--- src/rtl/btb_branch_predictor.sv ---
// Direct-mapped BTB with 2-bit saturating counters for IF next-PC prediction.
// Optional BTB_BYPASS_EN forwards a same-cycle matching update to the lookup.
module btb_branch_predictor #(
    parameter int ENTRIES  = 8,
    parameter int IDX_BITS = 3,
    parameter int PC_BITS  = 32
) (
    input  logic               Clock,
    input  logic               Reset,
    input  logic               Flush_All,
    input  logic [PC_BITS-1:0] Lookup_PC,
    output logic               Pred_Hit,
    output logic               Pred_Taken,
    output logic [PC_BITS-1:0] Pred_Next_PC,
    input  logic               Upd_Valid,
    input  logic [PC_BITS-1:0] Upd_PC,
    input  logic               Upd_Taken,
    input  logic [PC_BITS-1:0] Upd_Target
);

    localparam int TAG_BITS = PC_BITS - IDX_BITS - 2;

    logic                valid_q  [ENTRIES];
    logic [TAG_BITS-1:0] tag_q    [ENTRIES];
    logic [PC_BITS-1:0]  target_q [ENTRIES];
    logic [1:0]          ctr_q    [ENTRIES];

    logic [IDX_BITS-1:0] lk_idx;
    logic [TAG_BITS-1:0] lk_tag;
    logic [IDX_BITS-1:0] up_idx;
    logic [TAG_BITS-1:0] up_tag;

    assign lk_idx = Lookup_PC[IDX_BITS+1:2];
    assign lk_tag = Lookup_PC[PC_BITS-1:IDX_BITS+2];
    assign up_idx = Upd_PC[IDX_BITS+1:2];
    assign up_tag = Upd_PC[PC_BITS-1:IDX_BITS+2];

    // Byte-offset bits never take part in indexing or tagging.
    logic unused_pc_lsbs;
    assign unused_pc_lsbs = ^{Lookup_PC[1:0], Upd_PC[1:0]};

    logic               up_hit;
    logic               up_wr;
    logic [1:0]         up_ctr;
    logic [PC_BITS-1:0] up_tgt;

    // Post-update contents of the entry addressed by the resolving branch.
    always_comb begin
        up_hit = valid_q[up_idx] && (tag_q[up_idx] == up_tag);
        up_wr  = 1'b0;
        up_ctr = ctr_q[up_idx];
        up_tgt = target_q[up_idx];
        if (up_hit) begin
            up_wr = 1'b1;
            if (Upd_Taken) begin
                up_ctr = (ctr_q[up_idx] == 2'b11) ? 2'b11
                       : ctr_q[up_idx] + 2'b01;
                up_tgt = Upd_Target;
            end else begin
                up_ctr = (ctr_q[up_idx] == 2'b00) ? 2'b00
                       : ctr_q[up_idx] - 2'b01;
            end
        end else if (Upd_Taken) begin
            up_wr  = 1'b1;
            up_ctr = 2'b10;
            up_tgt = Upd_Target;
        end
    end

    logic               ent_hit;
    logic [1:0]         ent_ctr;
    logic [PC_BITS-1:0] ent_tgt;

    // Zero-latency lookup of the entry selected by the fetch PC.
    always_comb begin
        ent_hit = valid_q[lk_idx] && (tag_q[lk_idx] == lk_tag);
        ent_ctr = ctr_q[lk_idx];
        ent_tgt = target_q[lk_idx];
`ifdef BTB_BYPASS_EN
        if (Upd_Valid && up_wr && !Reset && !Flush_All &&
            (up_idx == lk_idx) && (up_tag == lk_tag)) begin
            ent_hit = 1'b1;
            ent_ctr = up_ctr;
            ent_tgt = up_tgt;
        end
`endif
    end

    assign Pred_Hit     = ent_hit;
    assign Pred_Taken   = ent_hit & ent_ctr[1];
    assign Pred_Next_PC = Pred_Taken ? ent_tgt
                        : Lookup_PC + PC_BITS'(4);

    // Reset and flush invalidate everything; otherwise train one entry.
    always_ff @(posedge Clock) begin
        if (Reset || Flush_All) begin
            for (int i = 0; i < ENTRIES; i++) begin
                valid_q[i] <= 1'b0;
                ctr_q[i]   <= 2'b00;
            end
        end else if (Upd_Valid && up_wr) begin
            valid_q[up_idx]  <= 1'b1;
            tag_q[up_idx]    <= up_tag;
            target_q[up_idx] <= up_tgt;
            ctr_q[up_idx]    <= up_ctr;
        end
    end

endmodule

--- config.mk ---
export PLATFORM = sky130hd
export DESIGN_NAME = btb_branch_predictor
export DESIGN_NICKNAME = d
export VERILOG_FILES = /design/src/rtl/btb_branch_predictor.sv
export SDC_FILE = /design/constraint.sdc
export NUM_CORES = 1
export LEC_CHECK = 0
export CORE_MARGIN = 2
export CORE_UTILIZATION = 58
export CTS_BUF_LIST = sky130_fd_sc_hd__clkbuf_8
export DETAILED_ROUTE_END_ITERATION = 10
export PLACE_DENSITY = 0.78
export SETUP_SLACK_MARGIN = 0.02
export SYNTH_ARGS = -nofsm -noshare
export SYNTH_HDL_FRONTEND = slang
export SYNTH_SLANG_ARGS = --single-unit
--- constraint.sdc ---
create_clock -name Clock -period 6.2 [get_ports Clock]
set_input_delay 1.24 -clock Clock [delete_from_list [all_inputs] [get_ports Clock]]
set_output_delay 1.24 -clock Clock [all_outputs]
set_load 0.05 [all_outputs]
==> results.json <==
{
  "clk_path_buf_depth": 3,
  "cp-end-kind": "primary output",
  "dieWidth_um": 200,
  "grt_start_max_net_pins": 46,
  "final.period_utilization_pct": 97.3,
  "timing.critical_path.buf_inv": 5,
  "setup-violations-final": 0,
  "finalWirelength_um": 55100,
  "clock_transition_at_the_registers_of_the_reported_paths_ps": 50,
  "fin_tns_setup_ps": 0,
  "cellLeakagePower_nw": 8.75,
  "most_frequent_standard_cell_in_the_layout_excluding_fill_and_tap_cells": "sky130_fd_sc_hd__edfxtp_1",
  "max_slew.worst_pin.slew_ps": 1220,
  "yosysUniqueCellTypes": 54,
  "criticalPathCategory": "in -> out",
  "numClockSinks": 496,
  "cts_made_buffers": 79,
  "fin_worst_hold_slack_ps": 495,
  "grt_antenna_before_repair": 5,
  "critical-path-slowest-cell": "sky130_fd_sc_hd__mux4_1",
  "regToRegStartpoint": "tag_q[4][25]",
  "ys_async_sr_fraction_pct": 0,
  "critPathArrivalTime_ps": 4790,
  "placed_wire_length_estimate_after_detailed_placement_um": 35800,
  "route.antenna.remaining_nets": 0,
  "r2r_setup_slack_ps": 2130,
  "starting_density_of_the_core_pct": 58.9,
  "critPathMostFrequentCell": "sky130_fd_sc_hd__buf_12",
  "synth.cell_area_um2": 22200,
  "max_freq_mhz": 166,
  "all_layer_global_routing_usage_pct": 28.5,
  "vias_post_dr": 12800,
  "synth-edff-count": 488,
  "synth.net_count": 1307,
  "worst-r2r-cell-count": 11,
  "max-cap-violations": 0,
  "cp-startpoint": "Lookup_PC[2]",
  "critical_path_peak_fanout": 24,
  "cts_max_level": 3,
  "insertion_delay_ps": 640,
  "p_per_area_nw_per_um2": 262,
  "fin_nets": 1530,
  "ys_dominant_reg_cell": "sky130_fd_sc_hd__edfxtp_1",
  "synth_seq_cells": 496,
  "io_pins": 135,
  "crit_family": "simple AND/OR/NAND/NOR gates",
  "netlist_instances": 1205,
  "final_layout_size_suffix_gt1_share_pct": 27.1,
  "most-common-layout-cells": "sky130_fd_sc_hd__edfxtp_1 (488), sky130_fd_sc_hd__mux4_2 (159), sky130_fd_sc_hd__mux2i_1 (117)",
  "outcome": "finished clean",
  "final_core_util_pct": 70.0,
  "area_growth_syn_to_layout_pct": 18.7,
  "cp_num_cells": 13,
  "site_row_count": 71,
  "cts_tree": "yes",
  "layout.cells.non_filler": 2004,
  "synth_warnings": 0,
  "grt_first_pass_wirelength_um": 81600,
  "drt-initial-drc-count": 1477,
  "critical-path-max-stage-delay_ps": 620,
  "final_max_slew_viol_count": 0,
  "synth_area_per_cell_um2": 18.4,
  "timing.final.crit_period_ps": 6030,
  "post_dr_vias_cell": 6.40,
  "ctsRootBufferMaster": "sky130_fd_sc_hd__clkbuf_8",
  "relSlewSlack_pct": 18.5,
  "drc": 0,
  "portBuffers": 132,
  "timing.critical_path.to": "Pred_Next_PC[13]",
  "count_of_tritonroute_iterations_in_the_first_routing_pass": 5,
  "rsz_0062_raised_after_global_routing": "no",
  "vdd_ir_drop_max_mv": 0.227,
  "final_weighted_congestion_of_routability_driven_global_placement": 0.884,
  "overflow": 0,
  "floorplan.die_area_um2": 39900,
  "drt-wirelength-per-cell_um": 27.5,
  "die_height_um": 200,
  "coreArea_um2": 37700,
  "dp_cells": 1858,
  "critical_path.reg2reg.endpoint": "tag_q[4][10]",
  "hold_path.class": "reg -> reg",
  "worstPathRequired_ps": 4960,
  "path_cells": "buf_8, buf_12, mux4_1, nor2_1, or3_1, nand4_1, or4_1, or4_4, clkinv_2, buf_12, nand2_1, o21ai_1, buf_12",
  "finClkSkew_ps": 23.8,
  "finalHoldViolCount": 0,
  "yosysSeqAreaShare_pct": 66.7,
  "via_count_of_the_first_global_routing_pass": 13200,
  "startpoint_type": "input pin"
}
-- flip-flops by register name, summed over array words and instances, names as in the netlist --
signal / count
ctr_q: 16
tag_q: 216
target_q: 256
valid_q: 8
-- per-layer routing --
metal	track usage, %	wire length [um]
met4	10.6	1480
met1	40.0	21400
met5	0	39
met3	6.43	5510
met2	44.5	26600
-- timing repair --
| item | in CTS | in global routing |
|---|---|---|
| hold buffers | 0 | 0 |
| buffers inserted | 0 | 0 |
| hold endpoints to repair | 0 | 0 |
| resized for setup | 0 | 7 |
| setup endpoints to repair | 0 | 10 |
-- report_power, final --
| group | switching [mW] | leakage, nW | internal, mW | total (mW) |
|---|---|---|---|---|
| clock network | 1.27 | 0.837 | 1.25 | 2.52 |
| registers | 0.00935 | 4.49 | 3.71 | 3.72 |
| logic | 0.367 | 3.42 | 0.310 | 0.678 |
-- through the flow --
step / power [mW] / worst slack (ps) / area [um2]
4_1_cts: 6.95 / 86.3 / 26300
5_1_grt: 7.14 / 28.3 / 26400
3_3_place_gp: 4.45 / 160 / 24900
3_5_place_dp: 4.46 / 114 / 24900
2_1_floorplan: 4.15 / 77.4 / 22200
6_report: 6.91 / 167 / 26400
-- how the worst min path moves through the flow --
| stage | to | depth (start not counted) | start |
|---|---|---|---|
| finish | valid_q[2] | 2 | valid_q[2] |
| CTS | valid_q[5] | 2 | valid_q[5] |
| detailed placement | valid_q[0] | 2 | valid_q[0] |
| global route | valid_q[5] | 2 | valid_q[5] |
| global placement | valid_q[1] | 2 | valid_q[1] |
| floorplan | valid_q[5] | 2 | valid_q[5] |
-- logic make-up (layout without fill, tap and decap cells) --
logic type	Yosys count	count (layout)	synth area share (%)
AO/OA/AOI/OAI	67	67	2.07
XOR/XNOR	74	74	2.92
adder cells (fa/ha/maj)	2	2	0.101
buffers and inverters	73	359	1.57
flip-flops	496	496	66.7
multiplexers	291	291	22.2
other	0	2	0
AND/OR/NAND/NOR	202	202	4.40
-- Yosys cell counts (2+ instances only) --
cell                        count  share of area (%)
sky130_fd_sc_hd__nor4b_1        2              0.079
sky130_fd_sc_hd__or3_1          2              0.056
sky130_fd_sc_hd__nor4_1         9               0.25
sky130_fd_sc_hd__dfxtp_1        8               0.72
sky130_fd_sc_hd__a211oi_1       2              0.068
sky130_fd_sc_hd__buf_2         20               0.45
sky130_fd_sc_hd__mux2i_1      120                5.4
sky130_fd_sc_hd__inv_2          2              0.034
sky130_fd_sc_hd__buf_4          3               0.10
sky130_fd_sc_hd__buf_1         16               0.27
sky130_fd_sc_hd__buf_6          5               0.25
sky130_fd_sc_hd__nor2_1        55               0.93
sky130_fd_sc_hd__and3_1         7               0.20
sky130_fd_sc_hd__or4b_1         2              0.090
sky130_fd_sc_hd__xor2_1        24               0.95
sky130_fd_sc_hd__a22o_1         3               0.12
sky130_fd_sc_hd__a221oi_1       8               0.32
sky130_fd_sc_hd__o221ai_1       2              0.079
sky130_fd_sc_hd__mux4_2       159                 16
sky130_fd_sc_hd__nand2b_1       4               0.11
sky130_fd_sc_hd__a22oi_1        9               0.30
sky130_fd_sc_hd__a21oi_1        4              0.090
sky130_fd_sc_hd__edfxtp_1     488                 66
sky130_fd_sc_hd__clkbuf_1      20               0.34
sky130_fd_sc_hd__o2bb2ai_1      2              0.079
sky130_fd_sc_hd__clkinv_1       2              0.034
sky130_fd_sc_hd__inv_1          4              0.068
sky130_fd_sc_hd__nor2b_1       12               0.34
sky130_fd_sc_hd__nand3_1       14               0.32
sky130_fd_sc_hd__nor3_1        13               0.29
sky130_fd_sc_hd__o31ai_1        4               0.14
sky130_fd_sc_hd__xnor2_1       50                2.0
sky130_fd_sc_hd__o21ai_0       25               0.56
sky130_fd_sc_hd__or2_2          3              0.085
sky130_fd_sc_hd__and4_1         2              0.079
sky130_fd_sc_hd__mux2_2        11               0.56
sky130_fd_sc_hd__o22ai_1        3              0.085
sky130_fd_sc_hd__nand2_1       59                1.0
sky130_fd_sc_hd__nand4_1       12               0.34
-- cell type report --
class	instances	area (um2)
sequential	496	14800
fill	2347	11300
multi-input combinational	636	7130
timing repair buffer	206	2330
clock buffer	80	1100
tap	511	639
clock inverter	64	307
inverter	9	35.0
antenna	2	5.00
-- worst register-to-register path, delay by kind of cell, from the launching register on --
kind / cells / cell delay, ps
AND/OR/NAND/NOR: 4 / 1350
buffers and inverters: 3 / 970
AO/OA/AOI/OAI: 2 / 480
flip-flops: 1 / 400
multiplexers: 1 / 270
XOR/XNOR: 1 / 200
No activity file was read; power rests on OpenSTA's default activity.
